`src/rtl/load_store_unit.sv`:
```
// MEM-stage load/store unit: turns one load/store request into a req/gnt/rvalid
// data-bus transaction. Optional macro LSU_MISALIGN_TRAP_EN enables the misalignment trap.
module load_store_unit #(
  parameter int XLEN    = 32,
  parameter int TIMEOUT = 0
) (
  input  logic            clk,
  input  logic            rst_n,
  input  logic            mem_read,
  input  logic            mem_write,
  input  logic [1:0]      wl,
  input  logic            extend_sign,
  input  logic [XLEN-1:0] addr,
  input  logic [XLEN-1:0] store_data,
  output logic            stall,
  output logic [XLEN-1:0] load_data,
  output logic            load_valid,
  output logic            dmem_req,
  output logic            dmem_we,
  output logic [XLEN-1:0] dmem_addr,
  output logic [3:0]      dmem_be,
  output logic [XLEN-1:0] dmem_wdata,
  input  logic            dmem_gnt,
  input  logic            dmem_rvalid,
  input  logic [XLEN-1:0] dmem_rdata,
  output logic            misaligned
);
  typedef enum logic [1:0] {IDLE, REQ, WAIT, DONE} state_t;

  localparam logic [31:0] LP_TO_LAST = (TIMEOUT > 0) ? 32'(TIMEOUT - 1) : 32'd0;

  state_t          r_state;
  logic            r_is_load;
  logic [1:0]      r_wl;
  logic [1:0]      r_off;
  logic            r_sext;
  logic [31:0]     r_cnt;
  logic            r_req;
  logic            r_we;
  logic [XLEN-1:0] r_addr;
  logic [3:0]      r_be;
  logic [XLEN-1:0] r_wdata;
  logic [XLEN-1:0] r_load_data;
  logic            r_load_valid;

  logic            w_req_in;
  logic [3:0]      w_be;
  logic [XLEN-1:0] w_wdata;
  logic [7:0]      w_byte;
  logic [15:0]     w_half;
  logic [XLEN-1:0] w_load_ext;

  assign w_req_in = mem_read | mem_write;

  // Lane selection for stores; the low address bits a width cannot use are dropped.
  always_comb begin
    w_be    = 4'b0000;
    w_wdata = '0;
    if (wl[1]) begin
      w_be    = 4'b1111;
      w_wdata = store_data;
    end else if (wl[0]) begin
      w_be    = addr[1] ? 4'b1100 : 4'b0011;
      w_wdata = {2{store_data[15:0]}};
    end else begin
      w_be    = 4'b0001 << addr[1:0];
      w_wdata = {4{store_data[7:0]}};
    end
  end

  assign w_byte = dmem_rdata[{r_off, 3'b000} +: 8];
  assign w_half = dmem_rdata[{r_off[1], 4'b0000} +: 16];

  always_comb begin
    w_load_ext = dmem_rdata;
    case (r_wl)
      2'b00:   w_load_ext = {{(XLEN-8){r_sext & w_byte[7]}}, w_byte};
      2'b01:   w_load_ext = {{(XLEN-16){r_sext & w_half[15]}}, w_half};
      default: w_load_ext = dmem_rdata;
    endcase
  end

`ifdef LSU_MISALIGN_TRAP_EN
  logic w_misalign;
  logic r_misaligned;
  assign w_misalign = (wl == 2'b01 && addr[0]) || (wl[1] && addr[1:0] != 2'b00);
  assign misaligned = r_misaligned;
`else
  assign misaligned = 1'b0;
`endif

  always_ff @(posedge clk or negedge rst_n) begin
    if (!rst_n) begin
      r_state      <= IDLE;
      r_is_load    <= 1'b0;
      r_wl         <= 2'b00;
      r_off        <= 2'b00;
      r_sext       <= 1'b0;
      r_cnt        <= '0;
      r_req        <= 1'b0;
      r_we         <= 1'b0;
      r_addr       <= '0;
      r_be         <= 4'b0000;
      r_wdata      <= '0;
      r_load_data  <= '0;
      r_load_valid <= 1'b0;
`ifdef LSU_MISALIGN_TRAP_EN
      r_misaligned <= 1'b0;
`endif
    end else begin
      r_load_valid <= 1'b0;
`ifdef LSU_MISALIGN_TRAP_EN
      r_misaligned <= 1'b0;
`endif
      case (r_state)
        IDLE: begin
          if (w_req_in) begin
            r_is_load <= mem_read;
            r_wl      <= wl;
            r_off     <= addr[1:0];
            r_sext    <= extend_sign;
            r_cnt     <= '0;
            r_we      <= ~mem_read;
            r_addr    <= {addr[XLEN-1:2], 2'b00};
            r_be      <= w_be;
            r_wdata   <= w_wdata;
`ifdef LSU_MISALIGN_TRAP_EN
            if (w_misalign) begin
              r_misaligned <= 1'b1;
              r_state      <= DONE;
            end else begin
              r_req   <= 1'b1;
              r_state <= REQ;
            end
`else
            r_req   <= 1'b1;
            r_state <= REQ;
`endif
          end
        end
        REQ: begin
          if (dmem_gnt) begin
            r_req   <= 1'b0;
            r_state <= r_is_load ? WAIT : DONE;
          end
        end
        WAIT: begin
          if (dmem_rvalid) begin
            r_load_data  <= w_load_ext;
            r_load_valid <= 1'b1;
            r_state      <= DONE;
          end else if (TIMEOUT > 0 && r_cnt == LP_TO_LAST) begin
            // A response that never arrives completes the load with zero data.
            r_load_data  <= '0;
            r_load_valid <= 1'b1;
            r_state      <= DONE;
          end else begin
            r_cnt <= r_cnt + 32'd1;
          end
        end
        default: r_state <= IDLE;
      endcase
    end
  end

  // The request cycle itself must stall, so the IDLE term stays combinational.
  assign stall      = (r_state == IDLE && w_req_in) || r_state == REQ || r_state == WAIT;
  assign load_data  = r_load_data;
  assign load_valid = r_load_valid;
  assign dmem_req   = r_req;
  assign dmem_we    = r_we;
  assign dmem_addr  = r_addr;
  assign dmem_be    = r_be;
  assign dmem_wdata = r_wdata;
endmodule

```
`config.mk`:
```
export PLATFORM = sky130hd
export DESIGN_NAME = load_store_unit
export DESIGN_NICKNAME = d
export VERILOG_FILES = /design/src/rtl/load_store_unit.sv
export SDC_FILE = /design/constraint.sdc
export NUM_CORES = 1
export LEC_CHECK = 0
export ABC_AREA = 1
export CAP_MARGIN = 5
export CORE_UTILIZATION = 30
export CTS_CLUSTER_DIAMETER = 30
export DETAILED_ROUTE_END_ITERATION = 16
export MAX_ROUTING_LAYER = met4
export PLACE_DENSITY = 0.72
export SETUP_SLACK_MARGIN = 0.1
export SYNTH_ARGS = -nofsm -noshare
export SYNTH_HDL_FRONTEND = slang
export SYNTH_SLANG_ARGS = --single-unit
export TNS_END_PERCENT = 50
```
`constraint.sdc`:
```
create_clock -name clk -period 1.35 [get_ports clk]
set_input_delay 0.135 -clock clk [delete_from_list [all_inputs] [get_ports clk]]
set_output_delay 0.135 -clock clk [all_outputs]
set_load 0.01 [all_outputs]
```
==> results of run 1 <==
-- worst register-to-register path, cell delays in order, from the launching register on --
cell,delay (ns)
sky130_fd_sc_hd__dfrtp_1,0.40
sky130_fd_sc_hd__inv_2,0.11
sky130_fd_sc_hd__ha_4,0.15
sky130_fd_sc_hd__o21ai_4,0.08
sky130_fd_sc_hd__buf_12,0.15
sky130_fd_sc_hd__nor2_4,0.14
sky130_fd_sc_hd__buf_12,0.15
sky130_fd_sc_hd__buf_12,0.12
sky130_fd_sc_hd__nand2_1,0.05
sky130_fd_sc_hd__nand3_1,0.07
-- worst min path at each step --
stage / end / slack, ns / cells past startpoint
6_report: r_wl[0] / 0.30 / 2
5_1_grt: dmem_addr[15] / 0.32 / 3
4_1_cts: dmem_addr[10] / 0.29 / 3
3_5_place_dp: r_wl[0] / 0.15 / 1
3_3_place_gp: load_data[27] / 0.14 / 1
2_1_floorplan: dmem_addr[10] / -0.16 / 0
-- synth_stat cells, drive strengths merged --
cell type,n,area [µm²]
nand2,244,945
dfrtp,109,2730
a21oi,57,398
o21ai,45,229
inv,41,154
nor2,32,144
nand3,24,125
buf,21,140
clkbuf,14,52.6
o211ai,8,60.1
o2111ai,5,43.8
ha,4,50.1
o311ai,4,35.0
clkinv,1,8.76
conb,1,3.75
nor3,1,5.00
o21a,1,7.51
o21bai,1,7.51
o22a,1,8.76
o22ai,1,6.26
o31ai,1,7.51
or2,1,6.26
-- power groups by stage --
stage                     registers, µW  clock network [µW]  logic, µW
after global placement             5910                   0       9820
after global routing               6120                2820      12200
after CTS                          5880                2700      10300
final                              5910                2630      11200
after floorplan                    6430                   0       4300
after detailed placement           5880                   0      10000
-- cells by family (layout without fill, tap and decap cells) --
kind of cell               count (synthesis)  in the layout  synth area share [%]
buffers and inverters                     77            338                  6.88
and+or+nand+nor                          302            303                  23.7
other                                      1              3                0.0726
DFF                                      109            109                  52.8
adders and majority gates                  4              4                 0.969
AOI/OAI and AO/OA                        124            124                  15.6
-- registers in the layout (all words and copies together), names as in the netlist, 2 cells and up --
signal / flops
r_state: 2
dmem_wdata: 32
r_off: 2
dmem_addr: 30
load_data: 32
dmem_be: 4
r_wl: 2
-- per-stage QoR --
stage	power, µW	setup slack [ns]
finish	19800	-0.148
CTS	18900	-0.151
global route	21100	-0.206
detailed placement	15900	-0.335
floorplan	10700	0.0549
global placement	15700	-0.300
-- area by class of cell --
class                           instances  share of cell area, %
Timing Repair Buffer                  280                   31.5
Sequential cell                       109                   30.4
Multi-Input combinational cell        434                   29.7
Tap cell                              220                   3.06
Clock buffer                            9                   2.50
Inverter                               42                   2.09
Clock inverter                          7                  0.724
-- what timing repair did --
| item | 4_1_cts | 5_1_grt |
|---|---|---|
| hold endpoints to repair | 28 | 0 |
| endpoints found under the setup margin | 209 | 110 |
| pin swaps | 14 | 39 |
| hold buffers | 1 | 0 |
| gates resized for setup | 203 | 81 |
| gates cloned | 3 | 5 |
| setup buffers | 15 | 4 |
-- metal layers --
metal  track usage [%]  vias up  routed length [µm]
met3              3.27       31                1130
li1                  -     2511                   -
met5                 -        -                   0
met4              6.31        0                 380
met1              25.2     2503                7310
met2              31.9      209                8880
==> results.cfg, run 1 <==
[cells_and_area]
final_cell_mix = sky130_fd_sc_hd__nand2_1, sky130_fd_sc_hd__dfrtp_1, sky130_fd_sc_hd__clkdlybuf4s50_1
num_antenna_cells = 0
numnets_final = 985
final_layout_size_suffix_gt1_share_pct = 25.1
postLayoutCoreUtil_pct = 53.8
final-instance-count-excl-fill = 1101
area_of_combinational_cells_with_multiple_inputs_um2 = 2670
seq_area_um2 = 2730
area_growth_pct = 74.1
leading_cell_type_in_the_layout_fill_and_taps_excluded = sky130_fd_sc_hd__nand2_1
nFillCells = 1476
finalInstanceArea_um2 = 8990

[timing]
setup-tns-final_ns = -7.38
slew_at_the_pin_with_the_worst_max_slew_slack_ns = 0.510
fin_hold_ws_ns = 0.300
final_critical_period_ns = 1.50
setup-violations-final = 103
relSlewSlack_pct = 66.0
setup_ws_ns = -0.148
layout_worst_path_cycle_share_pct = 111
hold_violations = 0
rsz0062_at_grt = yes
final_max_slew_viol_count = 0
max_freq_mhz = 668
clock-skew-final_ns = 0.00984

[yosys]
fraction_of_the_yosys_area_taken_by_sequential_cells_pct = 52.8
synth_seq_cells = 109
post_synth.cell_area_avg_um2 = 8.37
yosys_warnings = 0
synth.cell_area_um2 = 5160
postSynthCellCount = 617
synth_cell_type_count = 35

[routing]
postRouteAntennaNets = 0
first_pass_detailed_route_iteration_total = 5
initialDrtViolationCount = 277
detail_route.drc_violations = 0
routedWlPerCell_um = 16.1
total_length_of_routed_wires_um = 17700
avgViaCountPerCell = 4.77
route.vias.total = 5254

[worst_setup_path]
worst_r2r_path_depth = 9
signal_arrival_time_at_the_worst_endpoint_ns = 1.36
endpoint = stall
critPathMaxStageDelay_ns = 0.40
worst_ep_required_ns = 1.22
r2r-start = r_state[1]
critPathLaunchType = flip-flop
top_delay_family_on_crit_path = flip-flops
critPathSlowestCell = sky130_fd_sc_hd__dfrtp_1
critical_path_depth = 5
timing.critical_path.buf_inv = 3
worst_r2r_endpoint = dmem_wdata[10]
critPathLaunch = r_state[1]
crit_path_max_fanout = 3
cp-end-kind = output port
r2r_slack_ns = -0.14
critical_path.cell_chain = buf_4, ha_4, inv_4, nand3_2, buf_6
critPathKind = reg -> out

[grt]
grt_pass1_vias = 5182
antenna_violations_before_repair = 0
grt_max_degree = 42
grt_usage_pct = 19.7
globalRoute.totalOverflow = 0
grt_first_pass_wirelength_um = 26800

[power_and_ir_drop]
power.leakage_uw = 0.00435
power-per-cell-area_nw_per_um2 = 2200
portion_of_total_power_attributed_to_the_clock_network_pct = 13.3
sequentialPowerShare_pct = 29.9
total_switching_power_uw = 8270
vdd_ir_drop_max_mv = 1.11
power_frac_comb_pct = 56.8
switching_share_pct = 41.8
internal_power_uw = 11500

[floorplan]
number_of_rows_created_at_floorplan = 47
core-area_um2 = 16700
io-pin-count = 210
die_area_um2 = 17700
fp.dieW_um = 133
floorplan.die.height_um = 133
floorplan.initialDensity_pct = 30.9

[placed_design]
post-dp-hpwl_um = 11400
routability_driven_placement_congestion_ratio = 0.854
place_area_um2 = 7870
port_buffers = 206
placedCellCount = 1057

[clocking]
clock-root-buffer = sky130_fd_sc_hd__clkbuf_16
cts_max_level = 3
clk_transition_reported_paths_ns = 0.08
clock_sinks = 109
cts_buffers = 9
max-clock-path-buffers = 2
worst_skew_pair.late_latency_ns = 0.36
clock_tree_from_tritoncts = yes

[status]
outcome = complete, but fails checks
failed_checks = negative setup slack

[hold_path]
hold_class = in -> async

[job]
max_cap_violations = 0
(Power assumes the default switching activity.)
==> run 2, diff against run 1 <==
Settings changed: CORE_UTILIZATION 30 to 39, PLACE_DENSITY 0.72 to 0.87.
==> run 2 against run 1 <==
  * The run still ends with negative setup slack left
  * Global-route usage rose by 5.8 points
  * Sequential share of layout area rose by 0.65 points
  * Clock power rose by 2%
  * Fmax fell by 2.8%
  * Design area fell by 2.2%
  * Hold slack improved by 0.022 ns
  * Sequential power fell by 1%
  * Power fell by 1.2%
  * Critical path depth rose by 1
  * Clock skew fell by 0.0027 ns
  * Wire length fell by 0.33%
  * Critical path type unchanged
  * Largest cell class unchanged
==> results.cfg, run 2 (synthesis gave the netlist of run 1 again) <==
[placed_design]
routability_driven_placement_congestion_ratio = 0.853
placedCellCount = 1000
post-dp-hpwl_um = 11000
worst_setup_timing_slack_at_the_placement_stage_ns = -0.418
port_buffers = 206

[hold_path]
hold_class = in -> reg
hold_path_depth = 3
hold_path_end = dmem_addr[25]
min-delay-start = addr[25]

[clocking]
clock_tree_from_tritoncts = yes
clock-root-buffer = sky130_fd_sc_hd__clkbuf_16
worst_skew_pair.late_latency_ns = 0.35
clk_transition_reported_paths_ns = 0.07
max-clock-path-buffers = 2
cts_max_level = 3
cts_buffers = 9
clock_sinks = 109

[power_and_ir_drop]
portion_of_total_power_attributed_to_the_clock_network_pct = 13.7
power.leakage_uw = 0.00429
power_frac_comb_pct = 56.5
sequentialPowerShare_pct = 29.8
switching_share_pct = 41.2
vdd_ir_drop_max_mv = 1.08
total_switching_power_uw = 8050
internal_power_uw = 11500
power-per-cell-area_nw_per_um2 = 2220

[floorplan]
core-area_um2 = 12800
die_area_um2 = 13700
floorplan.initialDensity_pct = 40.4
number_of_rows_created_at_floorplan = 41
fp.dieW_um = 117
floorplan.die.height_um = 117
io-pin-count = 210

[routing]
postRouteAntennaNets = 0
first_pass_detailed_route_iteration_total = 5
routedWlPerCell_um = 16.9
route.vias.total = 5365
avgViaCountPerCell = 5.14
detail_route.drc_violations = 0
total_length_of_routed_wires_um = 17600
initialDrtViolationCount = 486

[timing]
final_critical_period_ns = 1.54
relSlewSlack_pct = 61.8
setup-violations-final = 105
rsz0062_at_grt = yes
max_freq_mhz = 649
layout_worst_path_cycle_share_pct = 114
hold_violations = 0
clock-skew-final_ns = 0.00718
final_max_slew_viol_count = 0
slew_at_the_pin_with_the_worst_max_slew_slack_ns = 0.573
fin_hold_ws_ns = 0.322
setup_ws_ns = -0.191

[worst_setup_path]
cp-end-kind = output port
r2r-start = r_state[0]
signal_arrival_time_at_the_worst_endpoint_ns = 1.41
critPathLaunchType = flip-flop
worst_ep_required_ns = 1.22
worst_r2r_path_depth = 9
critPathKind = reg -> out
r2r_slack_ns = -0.19
worst_r2r_endpoint = dmem_wdata[13]
crit_path_max_fanout = 3

[cells_and_area]
leading_cell_type_in_the_layout_fill_and_taps_excluded = sky130_fd_sc_hd__nand2_1
numnets_final = 978
nFillCells = 938
final_cell_mix = sky130_fd_sc_hd__nand2_1, sky130_fd_sc_hd__dfrtp_1, sky130_fd_sc_hd__clkdlybuf4s50_1
postLayoutCoreUtil_pct = 68.8
num_antenna_cells = 0
area_of_combinational_cells_with_multiple_inputs_um2 = 2600
area_growth_pct = 70.3
seq_area_um2 = 2730
final_layout_size_suffix_gt1_share_pct = 22.6
final-instance-count-excl-fill = 1044

[status]
failed_checks = negative setup slack
outcome = complete, but fails checks

[grt]
grt_max_degree = 66
globalRoute.totalOverflow = 0
grt_usage_pct = 25.6
grt_first_pass_wirelength_um = 25700
antenna_violations_before_repair = 0
grt_pass1_vias = 5104

[job]
max_cap_violations = 0
-- run 2: worst max-delay path by stage --
stage	start	end	slack, ns	depth (start not counted)
final	r_state[0]	stall	-0.19	6
after global routing	r_state[0]	stall	-0.24	6
after CTS	r_state[0]	stall	-0.17	6
after detailed placement	mem_write	dmem_wdata[17]	-0.42	7
after global placement	mem_write	dmem_wdata[17]	-0.40	7
after floorplan	r_state[1]	r_is_load	0.05	6
-- run 2: timing repair --
item	CTS	global route
setup buffers	13	8
hold endpoints to repair	109	0
hold buffers	1	0
resized for setup	175	81
endpoints found under the setup margin	208	108
cloned	3	6
pin swaps	10	33
-- run 2: power groups by stage --
| stage | Sequential, µW | Combinational, µW | Clock (µW) |
|---|---|---|---|
| after floorplan | 6430 | 4300 | 0 |
| after global placement | 5820 | 9600 | 0 |
| after detailed placement | 5820 | 9860 | 0 |
| after CTS | 5770 | 9860 | 2700 |
| after global routing | 6020 | 11900 | 2840 |
| final | 5830 | 11000 | 2680 |
-- run 2: critical path, stage by stage, from the launching register on --
cell and delay [ns]:
sky130_fd_sc_hd__dfrtp_1 0.40, sky130_fd_sc_hd__inv_2 0.07, sky130_fd_sc_hd__buf_6 0.12, sky130_fd_sc_hd__ha_4 0.18, sky130_fd_sc_hd__inv_4 0.07, sky130_fd_sc_hd__nand3_4 0.08
sky130_fd_sc_hd__buf_6 0.14
-- run 2: metrics by stage --
stage	instance area, µm²	TNS, ns	power (µW)
2_1_floorplan	5270	0	10700
3_3_place_gp	7700	-14.49	15400
3_5_place_dp	7700	-19.45	15700
4_1_cts	8300	-10.56	18300
5_1_grt	8790	-16.81	20800
6_report	8790	-9.87	19500
-- run 2: cell type report --
cell class	instances	area share, %
clock buffers	10	2.72
clock inverters	4	0.569
inverters	42	2.16
multi-input cells	433	29.6
flip-flops and latches	109	31.0
well taps	172	2.45
repair buffers	273	31.4
repair inverters	1	0.0854
-- run 2: metal layers --
layer / track usage, % / up-vias / wire length [µm]
met5: - / - / 0
met4: 12.0 / 0 / 669
met3: 4.69 / 62 / 1250
met2: 41.1 / 284 / 8650
met1: 31.3 / 2542 / 7070
li1: - / 2477 / -
